==> config.mk <==
export PLATFORM = sky130hd
export DESIGN_NAME = spi_master_multi
export DESIGN_NICKNAME = d
export VERILOG_FILES = /design/src/rtl/spi_master_multi.sv
export SDC_FILE = /design/constraint.sdc
export NUM_CORES = 1
export LEC_CHECK = 0
export CORE_ASPECT_RATIO = 0.6
export CORE_MARGIN = 2
export CORE_UTILIZATION = 30
export CTS_CLUSTER_SIZE = 10
export DETAILED_ROUTE_END_ITERATION = 6
export GPL_TIMING_DRIVEN = 0
export PLACE_DENSITY = 0.61
export SYNTH_ARGS = -nofsm -noshare
export SYNTH_HDL_FRONTEND = slang
export SYNTH_SLANG_ARGS = --single-unit
==> constraint.sdc <==
create_clock -name clk -period 2.3 [get_ports clk]
set_clock_uncertainty 0.05 [all_clocks]
set_input_delay 0.345 -clock clk [delete_from_list [all_inputs] [get_ports clk]]
set_output_delay 0.345 -clock clk [all_outputs]
set_load 0.02 [all_outputs]
==> src/rtl/spi_master_multi.sv <==
// spi_master_multi: parametrised SPI master with configurable word width,
// SCLK divider, per-transfer CPOL/CPHA and bit order, and NUM_SS one-hot
// active-low slave selects. A transfer runs IDLE -> SETUP -> XFER -> HOLD.
// SETUP, each SCLK half-period and HOLD each last CLK_DIV clk cycles.
// All outputs come straight from registers.
module spi_master_multi #(
  parameter int DATA_W  = 8,
  parameter int NUM_SS  = 4,
  parameter int CLK_DIV = 4,
  localparam int SEL_W  = (NUM_SS > 1) ? $clog2(NUM_SS) : 1
) (
  input  logic              clk,
  input  logic              rst_n,
  input  logic              start,
  input  logic [DATA_W-1:0] data_in,
  input  logic [SEL_W-1:0]  ss_sel,
  input  logic              cpol,
  input  logic              cpha,
  input  logic              lsb_first,
  output logic              busy,
  output logic              done,
  output logic [DATA_W-1:0] data_out,
  output logic              sclk,
  output logic              mosi,
  input  logic              miso,
  output logic [NUM_SS-1:0] ss_n
);

  localparam int CNT_W  = (CLK_DIV > 1) ? $clog2(CLK_DIV) : 1;
  localparam int EDGE_W = $clog2(2 * DATA_W + 1);
  localparam logic [CNT_W-1:0]  DIV_LAST  = CNT_W'(CLK_DIV - 1);
  localparam logic [EDGE_W-1:0] EDGE_LAST = EDGE_W'(2 * DATA_W);

  typedef enum logic [1:0] {
    ST_IDLE  = 2'd0,
    ST_SETUP = 2'd1,
    ST_XFER  = 2'd2,
    ST_HOLD  = 2'd3
  } state_t;

  // Bit that goes on the wire next, given the current bit order.
  function automatic logic out_bit(input logic [DATA_W-1:0] w, input logic lsb);
    return lsb ? w[0] : w[DATA_W-1];
  endfunction

  // Drop the bit just transmitted.
  function automatic logic [DATA_W-1:0] shift_out(input logic [DATA_W-1:0] w,
                                                  input logic lsb);
    return lsb ? {1'b0, w[DATA_W-1:1]} : {w[DATA_W-2:0], 1'b0};
  endfunction

  // Insert a received bit so the first bit on the wire lands where it came from.
  function automatic logic [DATA_W-1:0] shift_in(input logic [DATA_W-1:0] w,
                                                 input logic lsb, input logic b);
    return lsb ? {b, w[DATA_W-1:1]} : {w[DATA_W-2:0], b};
  endfunction

  state_t              state_r, state_s;
  logic [CNT_W-1:0]    div_cnt_r, div_cnt_s;
  logic [EDGE_W-1:0]   edge_cnt_r, edge_cnt_s;
  logic [DATA_W-1:0]   tx_sh_r, tx_sh_s;
  logic [DATA_W-1:0]   rx_sh_r, rx_sh_s;
  logic                cpol_r, cpol_s;
  logic                cpha_r, cpha_s;
  logic                lsb_r, lsb_s;
  logic                sclk_r, sclk_s;
  logic                mosi_r, mosi_s;
  logic [NUM_SS-1:0]   ss_n_r, ss_n_s;
  logic                busy_r, busy_s;
  logic                done_r, done_s;
  logic [DATA_W-1:0]   data_out_r, data_out_s;

  logic                tick_s;
  logic                ss_ok_s;
  logic [EDGE_W-1:0]   edge_num_s;

  assign tick_s     = (div_cnt_r == DIV_LAST);
  assign ss_ok_s    = (32'(ss_sel) < 32'(NUM_SS));
  assign edge_num_s = edge_cnt_r + EDGE_W'(1'b1);

  assign busy     = busy_r;
  assign done     = done_r;
  assign data_out = data_out_r;
  assign sclk     = sclk_r;
  assign mosi     = mosi_r;
  assign ss_n     = ss_n_r;

  // Next-state and next-output logic for the transfer sequencer.
  always_comb begin
    state_s    = state_r;
    div_cnt_s  = div_cnt_r;
    edge_cnt_s = edge_cnt_r;
    tx_sh_s    = tx_sh_r;
    rx_sh_s    = rx_sh_r;
    cpol_s     = cpol_r;
    cpha_s     = cpha_r;
    lsb_s      = lsb_r;
    sclk_s     = sclk_r;
    mosi_s     = mosi_r;
    ss_n_s     = ss_n_r;
    busy_s     = busy_r;
    done_s     = 1'b0;
    data_out_s = data_out_r;

    case (state_r)
      ST_IDLE: begin
        sclk_s     = cpol;
        div_cnt_s  = {CNT_W{1'b0}};
        edge_cnt_s = {EDGE_W{1'b0}};
        if (start && ss_ok_s) begin
          state_s = ST_SETUP;
          busy_s  = 1'b1;
          cpol_s  = cpol;
          cpha_s  = cpha;
          lsb_s   = lsb_first;
          rx_sh_s = {DATA_W{1'b0}};
          for (int i = 0; i < NUM_SS; i++) begin
            ss_n_s[i] = (SEL_W'(i) != ss_sel);
          end
          if (!cpha) begin
            // Leading-edge sampling: first bit must be on the wire before edge 1.
            mosi_s  = out_bit(data_in, lsb_first);
            tx_sh_s = shift_out(data_in, lsb_first);
          end else begin
            tx_sh_s = data_in;
          end
        end else begin
          state_s = ST_IDLE;
        end
      end

      ST_SETUP, ST_XFER: begin
        if (tick_s) begin
          div_cnt_s  = {CNT_W{1'b0}};
          sclk_s     = ~sclk_r;
          edge_cnt_s = edge_num_s;
          // Odd edges are leading edges; cpha selects which parity samples.
          if (edge_num_s[0] != cpha_r) begin
            rx_sh_s = shift_in(rx_sh_r, lsb_r, miso);
          end else if (edge_num_s != EDGE_LAST) begin
            mosi_s  = out_bit(tx_sh_r, lsb_r);
            tx_sh_s = shift_out(tx_sh_r, lsb_r);
          end else begin
            tx_sh_s = tx_sh_r;
          end
          if (edge_num_s == EDGE_LAST) begin
            state_s = ST_HOLD;
          end else begin
            state_s = ST_XFER;
          end
        end else begin
          div_cnt_s = div_cnt_r + CNT_W'(1'b1);
        end
      end

      ST_HOLD: begin
        if (tick_s) begin
          div_cnt_s  = {CNT_W{1'b0}};
          state_s    = ST_IDLE;
          sclk_s     = cpol_r;
          ss_n_s     = {NUM_SS{1'b1}};
          busy_s     = 1'b0;
          done_s     = 1'b1;
          data_out_s = rx_sh_r;
        end else begin
          div_cnt_s = div_cnt_r + CNT_W'(1'b1);
        end
      end

      default: begin
        state_s = ST_IDLE;
        ss_n_s  = {NUM_SS{1'b1}};
        busy_s  = 1'b0;
      end
    endcase
  end

  // State and output registers; reset aborts any transfer immediately.
  always_ff @(posedge clk or negedge rst_n) begin
    if (!rst_n) begin
      state_r    <= ST_IDLE;
      div_cnt_r  <= {CNT_W{1'b0}};
      edge_cnt_r <= {EDGE_W{1'b0}};
      tx_sh_r    <= {DATA_W{1'b0}};
      rx_sh_r    <= {DATA_W{1'b0}};
      cpol_r     <= 1'b0;
      cpha_r     <= 1'b0;
      lsb_r      <= 1'b0;
      sclk_r     <= 1'b0;
      mosi_r     <= 1'b0;
      ss_n_r     <= {NUM_SS{1'b1}};
      busy_r     <= 1'b0;
      done_r     <= 1'b0;
      data_out_r <= {DATA_W{1'b0}};
    end else begin
      state_r    <= state_s;
      div_cnt_r  <= div_cnt_s;
      edge_cnt_r <= edge_cnt_s;
      tx_sh_r    <= tx_sh_s;
      rx_sh_r    <= rx_sh_s;
      cpol_r     <= cpol_s;
      cpha_r     <= cpha_s;
      lsb_r      <= lsb_s;
      sclk_r     <= sclk_s;
      mosi_r     <= mosi_s;
      ss_n_r     <= ss_n_s;
      busy_r     <= busy_s;
      done_r     <= done_s;
      data_out_r <= data_out_s;
    end
  end

endmodule

==> impl_results.md <==
* R2R setup slack at 0.20 ns
* Async SR Flop Fraction at 1.00
* ANT cells at 0
* Worst slew margin at 0.635
* Clock transition at the registers of the reported paths at 0.07 ns
* Fin crit period at 2.10 ns
* Mapped Nets at 267
* Synthesized flop and latch total at 44
* Core Area at 0.00739 mm²
* Post-synth top area share at 0.429
* Worst vdd ir at 0.000254 V
* Commonest cells after routing, fill and taps aside: 40 x dfrtp_1, 33 x o21ai_0, 30 x clkdlybuf4s50_1, 24 x nand2_1, 16 x nor2_1
* Startpoint Class: flop
* Area Growth Syn to Fin at 27.4%
* Iter 0 DRT Violations at 95
* Top cells by area, synth: dfrtp_1 43%, o21ai_0 7.1%, mux2_2 6.3%
* Share of layout cells above drive strength 1 at 0.137
* Cell leakage power at 1.26 nW
* Synth Instances at 245
* Outcome: finished clean
* Clock sink count at 44
* Required time of the critical path at 2.42 ns
* Fin nets at 306
* Total congestion overflow at 0
* Final GP Congestion at 0.792
* Pre-Repair DR Iteration Count at 5
* Die width at 118 µm
* Max-cap violations at 0
* CTS root buffer: clkbuf_16
* Full die area at 0.00853 mm²
* DPL Wire Length at 4140 µm
* Most common flop cell mapped by yosys: dfrtp_1
* Pwr Total at 0.00171 W
* Clk_lat worst skew at 0.29 ns
* Commonest non-fill, non-tap cell in the layout: dfrtp_1
* Clock Tree Buf Depth at 2
* Critical path arrival at 2.22 ns
* Unrepaired setup endpoints after global routing: no
* Post-synth EDFFs at 0
* Vias in the first global route at 1903
* Cts bufs inserted at 5
* Post-synthesis sequential area ratio at 0.474
* GRT Util Overall at 0.143
* Vias per cell at 4.85
* Setup violators final at 0
* CTS resizes at 0
* CP Class: flop to flop
* Area of the mapped netlist at 0.00233 mm²
* CTS tree: yes
* WL final at 5520 µm
* FMAX at 0.477 GHz
* Pwr/cell area at 574 mW/mm²
* Synth cell types at 36
* DRC at 0
* Starting density of the core at 0.316
* H-Tree Level Count at 2
* Site row count at 24
* Worst-Margin Slew at 0.543 ns
* I/O Pins at 33
* Max Slew Vio Count at 0
* Antenna violations before repair at 0
* Hold WS at 0.398 ns
* Yosys top cell by area: dfrtp_1
* Number of port buffers at 31
* Endpoints failing hold at 0
* DRT antenna net count at 0
* Vias at 1886
* First-pass GRT wire length at 9540 µm
* Mean Syn Cell Area at 9.53 µm²
* Syn. warnings at 0
* Largest net degree at the start of global routing at 24
* CP Max Fanout at 9
* Crit end category: flop
* Die height at 72.3 µm
* HP Class: flop to flop
* WL per Instance at 14.2 µm
* Setup Fix Bufs, Post-CTS at 0
* Tcrit/Tclk final at 0.912
-- flip-flops by register name (all words and copies together), names as in the netlist, 2 cells and up --
signal      count
data_out        8
rx_sh_r         8
tx_sh_r         8
state_r         2
ss_n            4
edge_cnt_r      5
div_cnt_r       2
-- through the flow --
| step | area (µm²) | TNS [ns] | worst slack [ns] | instances | utilization |
|---|---|---|---|---|---|
| 2_1_floorplan | 2330 | 0 | 0.406 | 245 | - |
| 3_3_place_gp | 2780 | -16.34 | -0.411 | 380 | 0.376 |
| 3_5_place_dp | 2800 | 0 | 0.113 | 381 | 0.379 |
| 4_1_cts | 2980 | 0 | 0.144 | 390 | 0.403 |
| 5_1_grt | 2980 | 0 | 0.0211 | 389 | 0.403 |
| 6_report | 2980 | 0 | 0.202 | 389 | 0.403 |
-- final timing paths --
kind,start,cells after the start,end
max,state_r[0]$_DFFE_PN0P_,8,tx_sh_r[2]$_DFFE_PN0P_
min,div_cnt_r[0]$_DFF_PN0_,1,div_cnt_r[0]$_DFF_PN0_
min in group asynchronous,rst_n,2,busy$_DFFE_PN0P_
max reg2reg,state_r[0]$_DFFE_PN0P_,8,tx_sh_r[2]$_DFFE_PN0P_
min reg2reg,div_cnt_r[0]$_DFF_PN0_,1,div_cnt_r[0]$_DFF_PN0_
max in group asynchronous,rst_n,3,tx_sh_r[2]$_DFFE_PN0P_
-- layout make-up --
cell class	count	area, µm²
timing repair buffer	33	343
buffer	15	71.3
clock buffer	5	125
sequential	44	1110
tap	104	130
inverter	15	56.3
clock inverter	3	46.3
multi-input combinational	170	1100
fill	757	4410
-- critical path, stage by stage (launching register included) --
cell and delay [ns]:
dfrtp_1 0.37, inv_1 0.05, ha_1 0.27, buf_4 0.16, nor2_2 0.09, nor2_1 0.13, nand3_1 0.15, o22ai_4 0.31
mux2_2 0.39
-- what timing repair did --
item                       in CTS  in global routing
hold buffers                    1                  0
hold endpoints to repair       14                  0
setup endpoints to repair       0                  2
-- report_power, final --
part	leakage (nW)	internal [W]	switching, W
registers	0.557	0.000779	0.00000284
clock network	0.0804	0.000516	0.000322
logic	0.619	0.0000412	0.0000474
total	1.26	0.00134	0.000372
-- cell usage after synthesis, types with 2 or more instances --
| master | n |
|---|---|
| nand2_1 | 24 |
| ha_1 | 5 |
| dfstp_2 | 4 |
| xor2_1 | 3 |
| nand3b_1 | 2 |
| buf_4 | 2 |
| dfrtp_1 | 40 |
| a211oi_1 | 8 |
| mux2_2 | 13 |
| clkbuf_1 | 7 |
| o21ai_0 | 33 |
| buf_2 | 6 |
| inv_1 | 15 |
| mux2i_1 | 14 |
| a21oi_1 | 13 |
| nand4_1 | 2 |
| nor2b_1 | 4 |
| nor3_1 | 3 |
| o31ai_1 | 2 |
| o22a_1 | 2 |
| nor2_1 | 16 |
| nand3_1 | 13 |
-- kinds of logic after synthesis --
kind of cell             Yosys count  synth area share
AO/OA/AOI/OAI                     66             0.169
XOR/XNOR                           3            0.0113
adder cells (fa/ha/maj)            5            0.0268
buffers and inverters             31            0.0563
flip-flops                        44             0.474
multiplexers                      27             0.123
AND/OR/NAND/NOR                   69             0.140
-- layer usage --
| metal | GRT usage | part of all wire | up-vias |
|---|---|---|---|
| met5 | 0 | 0 | - |
| met4 | 0.0455 | 0.012 | 0 |
| met3 | 0.0409 | 0.053 | 8 |
| met2 | 0.202 | 0.39 | 44 |
| met1 | 0.210 | 0.54 | 900 |
| li1 | - | - | 934 |
Power figures use the tool's default switching activity.
